--- src/rtl/pipeline_hazard_ctrl_if.sv ---
// ============================================================================
// Module  : pipeline_hazard_ctrl_if
// Brief   : Signal bundle between the ID/EX/MEM datapath and the hazard
//           sequencer. The optional performance counters appear only when
//           HAZARD_PERF_CNT_EN is defined.
// Revision: 1.0 - initial release
// ============================================================================
`default_nettype none

interface pipeline_hazard_ctrl_if;
    // Instruction currently in ID
    logic [4:0]  id_rs1;
    logic [4:0]  id_rs2;
    logic        id_rs1_used;
    logic        id_rs2_used;
    logic [4:0]  id_rd;
    logic        id_we;
    logic        id_is_load;
    logic        id_mem_access;
    // Late pipeline status
    logic        branch_taken;
    logic        dmem_ready;
    // Stage-register control
    logic        stall_if;
    logic        stall_id;
    logic        bubble_ex;
    logic        freeze_all;
    logic        flush_if_id;
    logic [1:0]  fwd_sel_a;
    logic [1:0]  fwd_sel_b;
    logic        mem_timeout;
    logic [1:0]  state;
`ifdef HAZARD_PERF_CNT_EN
    logic [15:0] perf_lu_stalls;
    logic [15:0] perf_mem_waits;
    logic [15:0] perf_flushes;
`endif

    // Datapath side: supplies instruction info, consumes control strobes
    modport master (
        output id_rs1, id_rs2, id_rs1_used, id_rs2_used, id_rd, id_we,
        output id_is_load, id_mem_access, branch_taken, dmem_ready,
`ifdef HAZARD_PERF_CNT_EN
        input  perf_lu_stalls, perf_mem_waits, perf_flushes,
`endif
        input  stall_if, stall_id, bubble_ex, freeze_all, flush_if_id,
        input  fwd_sel_a, fwd_sel_b, mem_timeout, state
    );

    // Sequencer side
    modport slave (
        input  id_rs1, id_rs2, id_rs1_used, id_rs2_used, id_rd, id_we,
        input  id_is_load, id_mem_access, branch_taken, dmem_ready,
`ifdef HAZARD_PERF_CNT_EN
        output perf_lu_stalls, perf_mem_waits, perf_flushes,
`endif
        output stall_if, stall_id, bubble_ex, freeze_all, flush_if_id,
        output fwd_sel_a, fwd_sel_b, mem_timeout, state
    );
endinterface

`default_nettype wire

--- src/rtl/pipeline_hazard_ctrl.sv ---
// ============================================================================
// Module  : pipeline_hazard_ctrl
// Brief   : Hazard sequencer for the 4-stage pipeline (ID->EX->MEM->WB).
//           Tracks EX/MEM/WB destination info, produces stall/bubble/flush/
//           freeze strobes and registered EX forwarding selects.
//           Optional feature macro: HAZARD_PERF_CNT_EN (16-bit saturating
//           performance counters for load-use stalls, memory waits, flushes).
// Revision: 1.0 - initial release
// ============================================================================
`default_nettype none

module pipeline_hazard_ctrl #(
    parameter int unsigned FLUSH_CYCLES = 2,
    parameter int unsigned WAIT_TIMEOUT = 255
) (
    input  logic                  clock,
    input  logic                  reset,
    pipeline_hazard_ctrl_if.slave hz
);

    typedef enum logic [1:0] {
        ST_RUN      = 2'd0,
        ST_LU_STALL = 2'd1,
        ST_MEM_WAIT = 2'd2,
        ST_FLUSH    = 2'd3
    } state_t;

    typedef struct packed {
        logic [4:0] rd;
        logic       we;
        logic       ld;
        logic       mem;
    } stage_t;

    localparam logic [2:0] FLUSH_RELOAD = 3'(FLUSH_CYCLES - 1);
    localparam logic [7:0] WAIT_LIMIT   = 8'(WAIT_TIMEOUT);
    localparam stage_t     BUBBLE       = '{rd: 5'd0, we: 1'b0, ld: 1'b0, mem: 1'b0};

    // Shadow stages: index 0 = EX, 1 = MEM, 2 = WB
    stage_t     pipe_q [3];
    stage_t     pipe_d [3];
    state_t     state_q, state_d;
    state_t     ret_q, ret_d;          // state to resume after a memory wait
    logic [1:0] fwd_a_q, fwd_a_d;
    logic [1:0] fwd_b_q, fwd_b_d;
    logic [2:0] flush_cnt_q, flush_cnt_d;
    logic [7:0] wait_cnt_q, wait_cnt_d;
    logic       timeout_q, timeout_d;

    logic       w_stall_if, w_stall_id, w_bubble_ex, w_freeze, w_flush;
    logic       w_wait, w_lu, w_branch_go;
    logic       w_a_ex, w_a_mem, w_b_ex, w_b_mem;
    logic [7:0] w_wait_inc;
    state_t     w_cur;
    stage_t     w_id;

    // Register x0 is hard-wired zero, so it never creates a dependency
    function automatic logic hit(input logic used, input logic [4:0] rs, input stage_t s);
        return used && s.we && (s.rd == rs) && (s.rd != 5'd0);
    endfunction

    assign w_id    = '{rd: hz.id_rd, we: hz.id_we, ld: hz.id_is_load, mem: hz.id_mem_access};
    assign w_a_ex  = hit(hz.id_rs1_used, hz.id_rs1, pipe_q[0]);
    assign w_b_ex  = hit(hz.id_rs2_used, hz.id_rs2, pipe_q[0]);
    assign w_a_mem = hit(hz.id_rs1_used, hz.id_rs1, pipe_q[1]);
    assign w_b_mem = hit(hz.id_rs2_used, hz.id_rs2, pipe_q[1]);
    assign w_lu    = pipe_q[0].ld && (w_a_ex || w_b_ex);
    assign w_wait  = pipe_q[1].mem && !hz.dmem_ready;
    // While waiting, decisions are made as if still in the interrupted state
    assign w_cur   = (state_q == ST_MEM_WAIT) ? ret_q : state_q;
    assign w_wait_inc = (wait_cnt_q == 8'hFF) ? wait_cnt_q : wait_cnt_q + 8'd1;

    // Next-state, shadow-stage advance and strobe generation
    always_comb begin
        state_d     = state_q;
        ret_d       = ret_q;
        pipe_d      = pipe_q;
        fwd_a_d     = fwd_a_q;
        fwd_b_d     = fwd_b_q;
        flush_cnt_d = flush_cnt_q;
        wait_cnt_d  = 8'd0;
        timeout_d   = timeout_q;
        w_stall_if  = 1'b0;
        w_stall_id  = 1'b0;
        w_bubble_ex = 1'b0;
        w_freeze    = 1'b0;
        w_flush     = 1'b0;
        w_branch_go = 1'b0;

        if (w_wait) begin
            // Everything holds; only the wait counter moves
            w_freeze   = 1'b1;
            w_stall_if = 1'b1;
            w_stall_id = 1'b1;
            state_d    = ST_MEM_WAIT;
            ret_d      = w_cur;
            wait_cnt_d = w_wait_inc;
            if (w_wait_inc == WAIT_LIMIT) begin
                timeout_d = 1'b1;
            end
        end else begin
            pipe_d[2] = pipe_q[1];
            pipe_d[1] = pipe_q[0];
            pipe_d[0] = BUBBLE;
            fwd_a_d   = 2'd0;
            fwd_b_d   = 2'd0;
            case (w_cur)
                ST_FLUSH: begin
                    // A branch seen here comes from a squashed slot
                    w_flush     = 1'b1;
                    w_bubble_ex = 1'b1;
                    if (flush_cnt_q <= 3'd1) begin
                        state_d     = ST_RUN;
                        flush_cnt_d = 3'd0;
                    end else begin
                        state_d     = ST_FLUSH;
                        flush_cnt_d = flush_cnt_q - 3'd1;
                    end
                end
                default: begin
                    if (hz.branch_taken) begin
                        w_flush     = 1'b1;
                        w_bubble_ex = 1'b1;
                        w_branch_go = 1'b1;
                        flush_cnt_d = FLUSH_RELOAD;
                        state_d     = (FLUSH_RELOAD == 3'd0) ? ST_RUN : ST_FLUSH;
                    end else if (w_lu) begin
                        w_stall_if  = 1'b1;
                        w_stall_id  = 1'b1;
                        w_bubble_ex = 1'b1;
                        state_d     = ST_LU_STALL;
                    end else begin
                        // Issue: EX producer becomes MEM (alu_out_d2),
                        // MEM producer becomes WB (_d3)
                        pipe_d[0] = w_id;
                        fwd_a_d   = w_a_ex ? 2'd1 : (w_a_mem ? 2'd2 : 2'd0);
                        fwd_b_d   = w_b_ex ? 2'd1 : (w_b_mem ? 2'd2 : 2'd0);
                        state_d   = ST_RUN;
                    end
                end
            endcase
        end
    end

    // State, shadow stages, counters and sticky error flag
    always_ff @(posedge clock) begin
        if (reset) begin
            state_q     <= ST_RUN;
            ret_q       <= ST_RUN;
            pipe_q[0]   <= BUBBLE;
            pipe_q[1]   <= BUBBLE;
            pipe_q[2]   <= BUBBLE;
            fwd_a_q     <= 2'd0;
            fwd_b_q     <= 2'd0;
            flush_cnt_q <= 3'd0;
            wait_cnt_q  <= 8'd0;
            timeout_q   <= 1'b0;
        end else begin
            state_q     <= state_d;
            ret_q       <= ret_d;
            pipe_q      <= pipe_d;
            fwd_a_q     <= fwd_a_d;
            fwd_b_q     <= fwd_b_d;
            flush_cnt_q <= flush_cnt_d;
            wait_cnt_q  <= wait_cnt_d;
            timeout_q   <= timeout_d;
        end
    end

    assign hz.stall_if    = w_stall_if;
    assign hz.stall_id    = w_stall_id;
    assign hz.bubble_ex   = w_bubble_ex;
    assign hz.freeze_all  = w_freeze;
    assign hz.flush_if_id = w_flush;
    assign hz.fwd_sel_a   = fwd_a_q;
    assign hz.fwd_sel_b   = fwd_b_q;
    assign hz.mem_timeout = timeout_q;
    assign hz.state       = state_q;

`ifdef HAZARD_PERF_CNT_EN
    logic [15:0] perf_lu_q, perf_mw_q, perf_fl_q;

    // Saturating event counters
    always_ff @(posedge clock) begin
        if (reset) begin
            perf_lu_q <= 16'd0;
            perf_mw_q <= 16'd0;
            perf_fl_q <= 16'd0;
        end else begin
            if ((state_q == ST_LU_STALL) && (perf_lu_q != 16'hFFFF)) begin
                perf_lu_q <= perf_lu_q + 16'd1;
            end
            if (w_wait && (perf_mw_q != 16'hFFFF)) begin
                perf_mw_q <= perf_mw_q + 16'd1;
            end
            if (w_branch_go && (perf_fl_q != 16'hFFFF)) begin
                perf_fl_q <= perf_fl_q + 16'd1;
            end
        end
    end

    assign hz.perf_lu_stalls = perf_lu_q;
    assign hz.perf_mem_waits = perf_mw_q;
    assign hz.perf_flushes   = perf_fl_q;
`endif

endmodule

`default_nettype wire

--- src/flat_wrapper.sv ---
// flat-port wrapper written by rule: the top's interface ports become plain ports
module pipeline_hazard_ctrl_flat 
#(
    parameter int unsigned FLUSH_CYCLES = 2,
    parameter int unsigned WAIT_TIMEOUT = 255
)
  (clock, reset, hz_id_rs1, hz_id_rs2, hz_id_rs1_used, hz_id_rs2_used, hz_id_rd, hz_id_we, hz_id_is_load, hz_id_mem_access, hz_branch_taken, hz_dmem_ready, hz_stall_if, hz_stall_id, hz_bubble_ex, hz_freeze_all, hz_flush_if_id, hz_fwd_sel_a, hz_fwd_sel_b, hz_mem_timeout, hz_state);
  pipeline_hazard_ctrl_if hz_i ();
  input  logic clock;
  input  logic reset;
  input wire logic [$bits(hz_i.id_rs1)-1:0] hz_id_rs1;
  input wire logic [$bits(hz_i.id_rs2)-1:0] hz_id_rs2;
  input wire logic [$bits(hz_i.id_rs1_used)-1:0] hz_id_rs1_used;
  input wire logic [$bits(hz_i.id_rs2_used)-1:0] hz_id_rs2_used;
  input wire logic [$bits(hz_i.id_rd)-1:0] hz_id_rd;
  input wire logic [$bits(hz_i.id_we)-1:0] hz_id_we;
  input wire logic [$bits(hz_i.id_is_load)-1:0] hz_id_is_load;
  input wire logic [$bits(hz_i.id_mem_access)-1:0] hz_id_mem_access;
  input wire logic [$bits(hz_i.branch_taken)-1:0] hz_branch_taken;
  input wire logic [$bits(hz_i.dmem_ready)-1:0] hz_dmem_ready;
  output wire logic [$bits(hz_i.stall_if)-1:0] hz_stall_if;
  output wire logic [$bits(hz_i.stall_id)-1:0] hz_stall_id;
  output wire logic [$bits(hz_i.bubble_ex)-1:0] hz_bubble_ex;
  output wire logic [$bits(hz_i.freeze_all)-1:0] hz_freeze_all;
  output wire logic [$bits(hz_i.flush_if_id)-1:0] hz_flush_if_id;
  output wire logic [$bits(hz_i.fwd_sel_a)-1:0] hz_fwd_sel_a;
  output wire logic [$bits(hz_i.fwd_sel_b)-1:0] hz_fwd_sel_b;
  output wire logic [$bits(hz_i.mem_timeout)-1:0] hz_mem_timeout;
  output wire logic [$bits(hz_i.state)-1:0] hz_state;
  assign hz_i.id_rs1 = hz_id_rs1;
  assign hz_i.id_rs2 = hz_id_rs2;
  assign hz_i.id_rs1_used = hz_id_rs1_used;
  assign hz_i.id_rs2_used = hz_id_rs2_used;
  assign hz_i.id_rd = hz_id_rd;
  assign hz_i.id_we = hz_id_we;
  assign hz_i.id_is_load = hz_id_is_load;
  assign hz_i.id_mem_access = hz_id_mem_access;
  assign hz_i.branch_taken = hz_branch_taken;
  assign hz_i.dmem_ready = hz_dmem_ready;
  assign hz_stall_if = hz_i.stall_if;
  assign hz_stall_id = hz_i.stall_id;
  assign hz_bubble_ex = hz_i.bubble_ex;
  assign hz_freeze_all = hz_i.freeze_all;
  assign hz_flush_if_id = hz_i.flush_if_id;
  assign hz_fwd_sel_a = hz_i.fwd_sel_a;
  assign hz_fwd_sel_b = hz_i.fwd_sel_b;
  assign hz_mem_timeout = hz_i.mem_timeout;
  assign hz_state = hz_i.state;
  pipeline_hazard_ctrl #(.FLUSH_CYCLES(FLUSH_CYCLES), .WAIT_TIMEOUT(WAIT_TIMEOUT)) u_core (.clock(clock), .reset(reset), .hz(hz_i));
endmodule
--- config.mk ---
export PLATFORM = sky130hd
export DESIGN_NAME = pipeline_hazard_ctrl_flat
export DESIGN_NICKNAME = d
export VERILOG_FILES = /design/src/rtl/pipeline_hazard_ctrl_if.sv /design/src/rtl/pipeline_hazard_ctrl.sv /design/src/flat_wrapper.sv
export SDC_FILE = /design/constraint.sdc
export NUM_CORES = 1
export LEC_CHECK = 0
export BUFFER_PORTS_ARGS = -buffer_cell sky130_fd_sc_hd__buf_4
export CORE_ASPECT_RATIO = 1.5
export CORE_UTILIZATION = 55
export CTS_CLUSTER_SIZE = 40
export DETAILED_ROUTE_END_ITERATION = 6
export PLACE_DENSITY = 0.81
export SYNTH_ARGS = -nofsm -noshare
export SYNTH_HDL_FRONTEND = slang
export SYNTH_SLANG_ARGS = --single-unit
--- constraint.sdc ---
create_clock -name clock -period 5.3 [get_ports clock]
set_input_delay 0.53 -clock clock [delete_from_list [all_inputs] [get_ports clock]]
set_output_delay 0.53 -clock clock [all_outputs]
set_load 0.02 [all_outputs]
==> impl_metrics.yaml, run 1 <==
synth:
  ys_top_cells_by_area: "dfxtp_1 (38%), xnor2_1 (6.7%), nand2_1 (6.1%)"
  synthAdderAreaFrac_pct: 2.04
  synth_top_family_by_area: "simple AND/OR/NAND/NOR gates"
  synth_edf_count: 0
  synthesis.instances: 217
  netlist_area_um2: 1840
  synth-compound-area-share_pct: 20.4
  synth_common_cells: "dfxtp_1 (35), nand2_1 (30), nor2_1 (23)"
  ys_seq_elements: 35
  synth_xor_area_share_pct: 10.5
  ys_seq_area_share_pct: 38.1
  ys_warn_count: 0
  syn_avg_cell_area_um2: 8.46
  synth_cell_types: 48
  yosys.cell_count.top_type: "dfxtp_1"
  synthFlopType: "dfxtp_1"
  synthSimpleGateAreaFrac_pct: 23.1
  synth.top_cell.area_share_pct: 38.1
  yosys.area.top_type: "dfxtp_1"
  synthArstFlopShare_pct: 0
  synthMuxAreaShare_pct: 2.45
  syn_nets: 244
clocking:
  htree_levels: 2
  cts.sink_count: 35
  numCtsBuffers: 5
  clkSlewWorstSetupHoldPaths_ps: 80
  cts_root_buffer: "clkbuf_8"
  insertion_delay_ps: 280
  ctsResizeCount: 0
  cts_tree: "yes"
  clock_path_buffers: 2
  post_cts_buffers: 0
  hold_buffers: 0
min_path:
  hp-class: "flip-flop to flip-flop"
placement:
  dpl-instance-area_um2: 2100
  dpl_worst_slack_ps: 2460
  gp_congestion: 0.949
  hpwl_mm: 3.16
  dp_cells: 283
  portBuffers: 35
sta:
  fmax_mhz: 323
  setup-violations-final: 0
  final_hold_viol_count: 0
  rsz0062_at_grt: "no"
  finClkSkew_ps: 11.0
  post-route-period-util_pct: 58.4
  setup_slack_ps: 2200
  maxSlewViolCount: 0
  setup_tns_ps: 0
  worst_pin_slew_ps: 844
  max_slew_margin_pct: 43.5
  period_needed_ps: 3100
routing:
  ant_nets: 0
  drc: 0
  wl_met3_um: 132
  vias: 1686
  drtIter0Drc: 52
  via_per_inst: 5.79
  wl_per_cell_um: 14.6
  firstDrtPassIters: 5
  highest_layer: "met4"
  wl_met2_mm: 2.22
  routed_wl_mm: 4.24
  wl_met1_mm: 1.71
final_layout:
  nets: 277
  post-route-util_pct: 70.1
  syn_to_final_growth_pct: 20.6
  final_cells: 291
  n_antenna_cell: 0
  drive_gt1_share_pct: 20.3
  final_design_area_no_fill_um2: 2220
die:
  initial_core_util_pct: 58.1
  fp.coreArea_um2: 3160
  io_pins: 36
  die_w_um: 49.2
  dieArea_um2: 3580
  num_rows: 25
  fp.dieH_um: 72.8
setup_path:
  path_class: "flip-flop to primary output"
  arrival_ps: 2570
  crit_fanout: 11
  critPathLaunchType: "flip-flop"
  end_kind: "primary output"
  crit_required_ps: 4770
pwr:
  switching_share_pct: 23.5
  ir_drop_v: 0.000173
  combPwrFrac_pct: 11.4
  clkPwrFrac_pct: 40.4
  powerDensity_nw_per_um2: 261
  p_seq_share_pct: 48.2
  p_int_mw: 0.443
  p_sw_mw: 0.136
  p_leak_nw: 0.886
grt:
  grt_antenna_before_repair: 0
  grt_usage_pct: 24.6
  grt_max_degree: 22
  grt_pass1_vias: 1586
  grt-ovfl-total: 0
  grt_pass1_wl_mm: 6.73
flow_run:
  cap_violations: 0
outcome:
  outcome: "completed"
-- sequential cells by signal (all words and copies together) (netlist names) --
name,count
u_core.pipe_q,15
u_core.ret_q,2
u_core.wait_cnt_q,8
u_core.hz.fwd_sel_a,2
u_core.hz.mem_timeout,1
u_core.hz.fwd_sel_b,2
u_core.flush_cnt_q,3
u_core.hz.state,2
-- area by class of cell --
class                      instances  area, µm²
clock buffer                       5       68.8
clock inverter                     3       43.8
fill                             274        943
inverter                           4       15.0
multi-input combinational        169       1070
sequential                        35        701
tap                               40       50.0
timing repair buffer              35        263
-- critical path, cell delays in order (launching register included) --
cell     delay, ps
dfxtp_1        360
or4_1          550
nor2_1         180
nor3_1         120
o21ai_1        620
o21ai_0        250
buf_4          220
-- power groups by stage --
stage	clock network, mW	logic (mW)	registers (mW)
2_1_floorplan	0	0.0375	0.284
3_3_place_gp	0	0.0648	0.285
3_5_place_dp	0	0.0655	0.285
4_1_cts	0.239	0.0659	0.279
5_1_grt	0.247	0.0713	0.280
6_report	0.234	0.0658	0.279
-- cells by family (layout without fill, tap and decap cells) --
kind of cell	count (synthesis)	after routing
buffers and inverters	13	47
xor gates and xnor gates	22	22
AOI/OAI and AO/OA	51	51
DFF	35	35
muxes	4	4
and+or+nand+nor	89	89
adders and majority gates	3	3
-- layout by cell type (no fill, tap or decap), drive strengths merged, types with 2 or more instances in the layout --
master,instances
dfxtp,35
xor2,8
a2111oi,2
or3,2
nand3,5
buf,35
xnor2,14
or2,2
nor2b,2
ha,3
o21ai,11
inv,4
a21oi,16
nand2b,4
nor2,23
a32o,8
and3,2
nor3,5
a21o,2
nor4,4
clkbuf,5
mux2i,3
nand4,6
nand2,30
a211oi,2
clkinv,2
-- routing by layer --
layer / vias up / global-route usage, %
met5: - / 0
met4: 0 / 18.3
met3: 16 / 4.17
met2: 50 / 44.9
met1: 775 / 24.6
li1: 845 / -
-- path summary, 6_finish.rpt --
kind         slack [ps]                      to  depth (start not counted)                   start
max                2200             hz_stall_if                          6       u_core.pipe_q[19]
min                 460  u_core.hz.fwd_sel_b[0]                          2  u_core.hz.fwd_sel_b[0]
max reg2reg        2870  u_core.hz.fwd_sel_b[1]                          6        u_core.pipe_q[8]
min reg2reg         460  u_core.hz.fwd_sel_b[0]                          2  u_core.hz.fwd_sel_b[0]
-- per-stage QoR --
step	hold slack [ps]	total power, mW
floorplan	432	0.321
global placement	440	0.350
detailed placement	445	0.351
CTS	459	0.584
global route	477	0.598
finish	456	0.579
No activity file was read; power rests on OpenSTA's default activity.
==> inputs of run 2 (changes only) <==
--- a/config.mk
+++ b/config.mk
@@ -7,10 +7,10 @@
 export LEC_CHECK = 0
 export BUFFER_PORTS_ARGS = -buffer_cell sky130_fd_sc_hd__buf_4
 export CORE_ASPECT_RATIO = 1.5
-export CORE_UTILIZATION = 55
+export CORE_UTILIZATION = 54
 export CTS_CLUSTER_SIZE = 40
 export DETAILED_ROUTE_END_ITERATION = 6
-export PLACE_DENSITY = 0.81
+export PLACE_DENSITY = 0.79
 export SYNTH_ARGS = -nofsm -noshare
 export SYNTH_HDL_FRONTEND = slang
 export SYNTH_SLANG_ARGS = --single-unit
==> constraint.sdc (replaced) <==
create_clock -name clock -period 3.2 [get_ports clock]
set_input_delay 0.32 -clock clock [delete_from_list [all_inputs] [get_ports clock]]
set_output_delay 0.32 -clock clock [all_outputs]
set_load 0.02 [all_outputs]
==> impl_metrics.yaml, run 2 (synthesis results as in run 1) <==
outcome:
  outcome: "completed"
sta:
  finClkSkew_ps: 8.66
  post-route-period-util_pct: 90.5
  worst_pin_slew_ps: 838
  period_needed_ps: 2890
  setup_slack_ps: 306
  rsz0062_at_grt: "no"
  setup-violations-final: 0
  fmax_mhz: 345
  whs_ps: 253
  max_slew_margin_pct: 43.9
  setup_tns_ps: 0
  maxSlewViolCount: 0
  final_hold_viol_count: 0
final_layout:
  ff_latch_area_um2: 701
  top_regs: "u_core.pipe_q x15, u_core.wait_cnt_q x8, u_core.flush_cnt_q x3"
  final_common_cell: "buf_4"
  largest_register_ffs: 15
  nets: 278
  largest_register: "u_core.pipe_q"
  final_cells: 292
  layout_common_cells: "buf_4 (36), dfxtp_1 (35), nand2_1 (30)"
  multi_input_area_um2: 1070
  drive_gt1_share_pct: 20.6
  n_antenna_cell: 0
  post-route-util_pct: 69.8
  final_design_area_no_fill_um2: 2230
  syn_to_final_growth_pct: 21.3
  fill_cells: 289
routing:
  wl_per_cell_um: 15.3
  ant_nets: 0
  vias: 1692
  firstDrtPassIters: 4
  via_per_inst: 5.79
  drc: 0
  drtIter0Drc: 52
  routed_wl_mm: 4.47
setup_path:
  end_kind: "primary output"
  path_class: "flip-flop to primary output"
  crit_fanout: 11
  cpLargestDelayFamily: "simple AND/OR/NAND/NOR gates"
  critPathBufInv: 1
  crit_required_ps: 2880
  crit_slowest_cell: "o21ai_1"
  critPathLaunchType: "flip-flop"
  critical-path-max-stage-delay_ps: 640
  arrival_ps: 2570
  path_cells: "or4_1 -> nor2_1 -> nor3_1 -> o21ai_1 -> o21ai_0 -> buf_4"
die:
  num_rows: 25
  initial_core_util_pct: 57.6
  die_w_um: 49.6
  dieArea_um2: 3640
  fp.coreArea_um2: 3190
  fp.dieH_um: 73.4
  io_pins: 36
placement:
  portBuffers: 35
  hpwl_mm: 3.31
  dpl_worst_slack_ps: 655
  dpl-instance-area_um2: 2110
  dp_cells: 284
  gp_congestion: 0.848
pwr:
  finalPower_mw: 0.989
  p_leak_nw: 0.895
  ir_drop_v: 0.000364
  powerDensity_nw_per_um2: 444
grt:
  grt_antenna_before_repair: 0
  grt_pass1_vias: 1580
  grt_usage_pct: 26.5
  grt_max_degree: 21
  grt_pass1_wl_mm: 7.18
  grt-ovfl-total: 0
clocking:
  post_cts_buffers: 0
  insertion_delay_ps: 300
  cts_root_buffer: "clkbuf_8"
  clkSlewWorstSetupHoldPaths_ps: 80
  clock_path_buffers: 2
  cts.sink_count: 35
  numCtsBuffers: 5
  ctsResizeCount: 0
  htree_levels: 2
  cts_tree: "yes"
  hold_buffers: 0
min_path:
  hp-class: "input port to flip-flop"
flow_run:
  cap_violations: 0
run 2: cell count changes in the layout (fill, tap and decap cells not counted):
cell,previous run,this run
buf_4,35,36
clkbuf_8,5,6
clkinv_4,1,0
run 2: where the power goes:
part | switching, mW | leakage, nW | internal [mW] | total [mW]
Clock | 0.166 | 0.0612 | 0.252 | 0.418
Sequential | 0.0153 | 0.285 | 0.446 | 0.462
Combinational | 0.0541 | 0.549 | 0.0558 | 0.110
Total | 0.235 | 0.895 | 0.754 | 0.989
run 2: final timing paths:
check,start,endpoint,slack (ps),cells after the start
worst min register to register,u_core.hz.fwd_sel_b[0],u_core.hz.fwd_sel_b[0],460,2
worst min-delay path,hz_id_is_load,u_core.pipe_q[17],250,2
worst max register to register,u_core.wait_cnt_q[0],u_core.hz.mem_timeout,920,6
worst max-delay path,u_core.pipe_q[19],hz_stall_id,310,6
run 2: metal layers:
| layer | vias up | part of all wire (%) | global-route usage (%) | wire (µm) |
|---|---|---|---|---|
| li1 | 841 | - | - | - |
| met4 | 0 | 1.1 | 13.3 | 48 |
| met2 | 33 | 57 | 51.7 | 2540 |
| met3 | 4 | 3.3 | 3.93 | 146 |
| met1 | 814 | 39 | 26.5 | 1730 |
| met5 | - | 0 | 0 | 0 |
run 2: cell type report:
cell class	instances	share of cell area [%]
Multi-Input combinational cell	169	48.2
Sequential cell	35	31.4
Timing Repair Buffer	36	12.1
Clock buffer	6	3.71
Tap cell	40	2.25
Clock inverter	2	1.57
Inverter	4	0.674
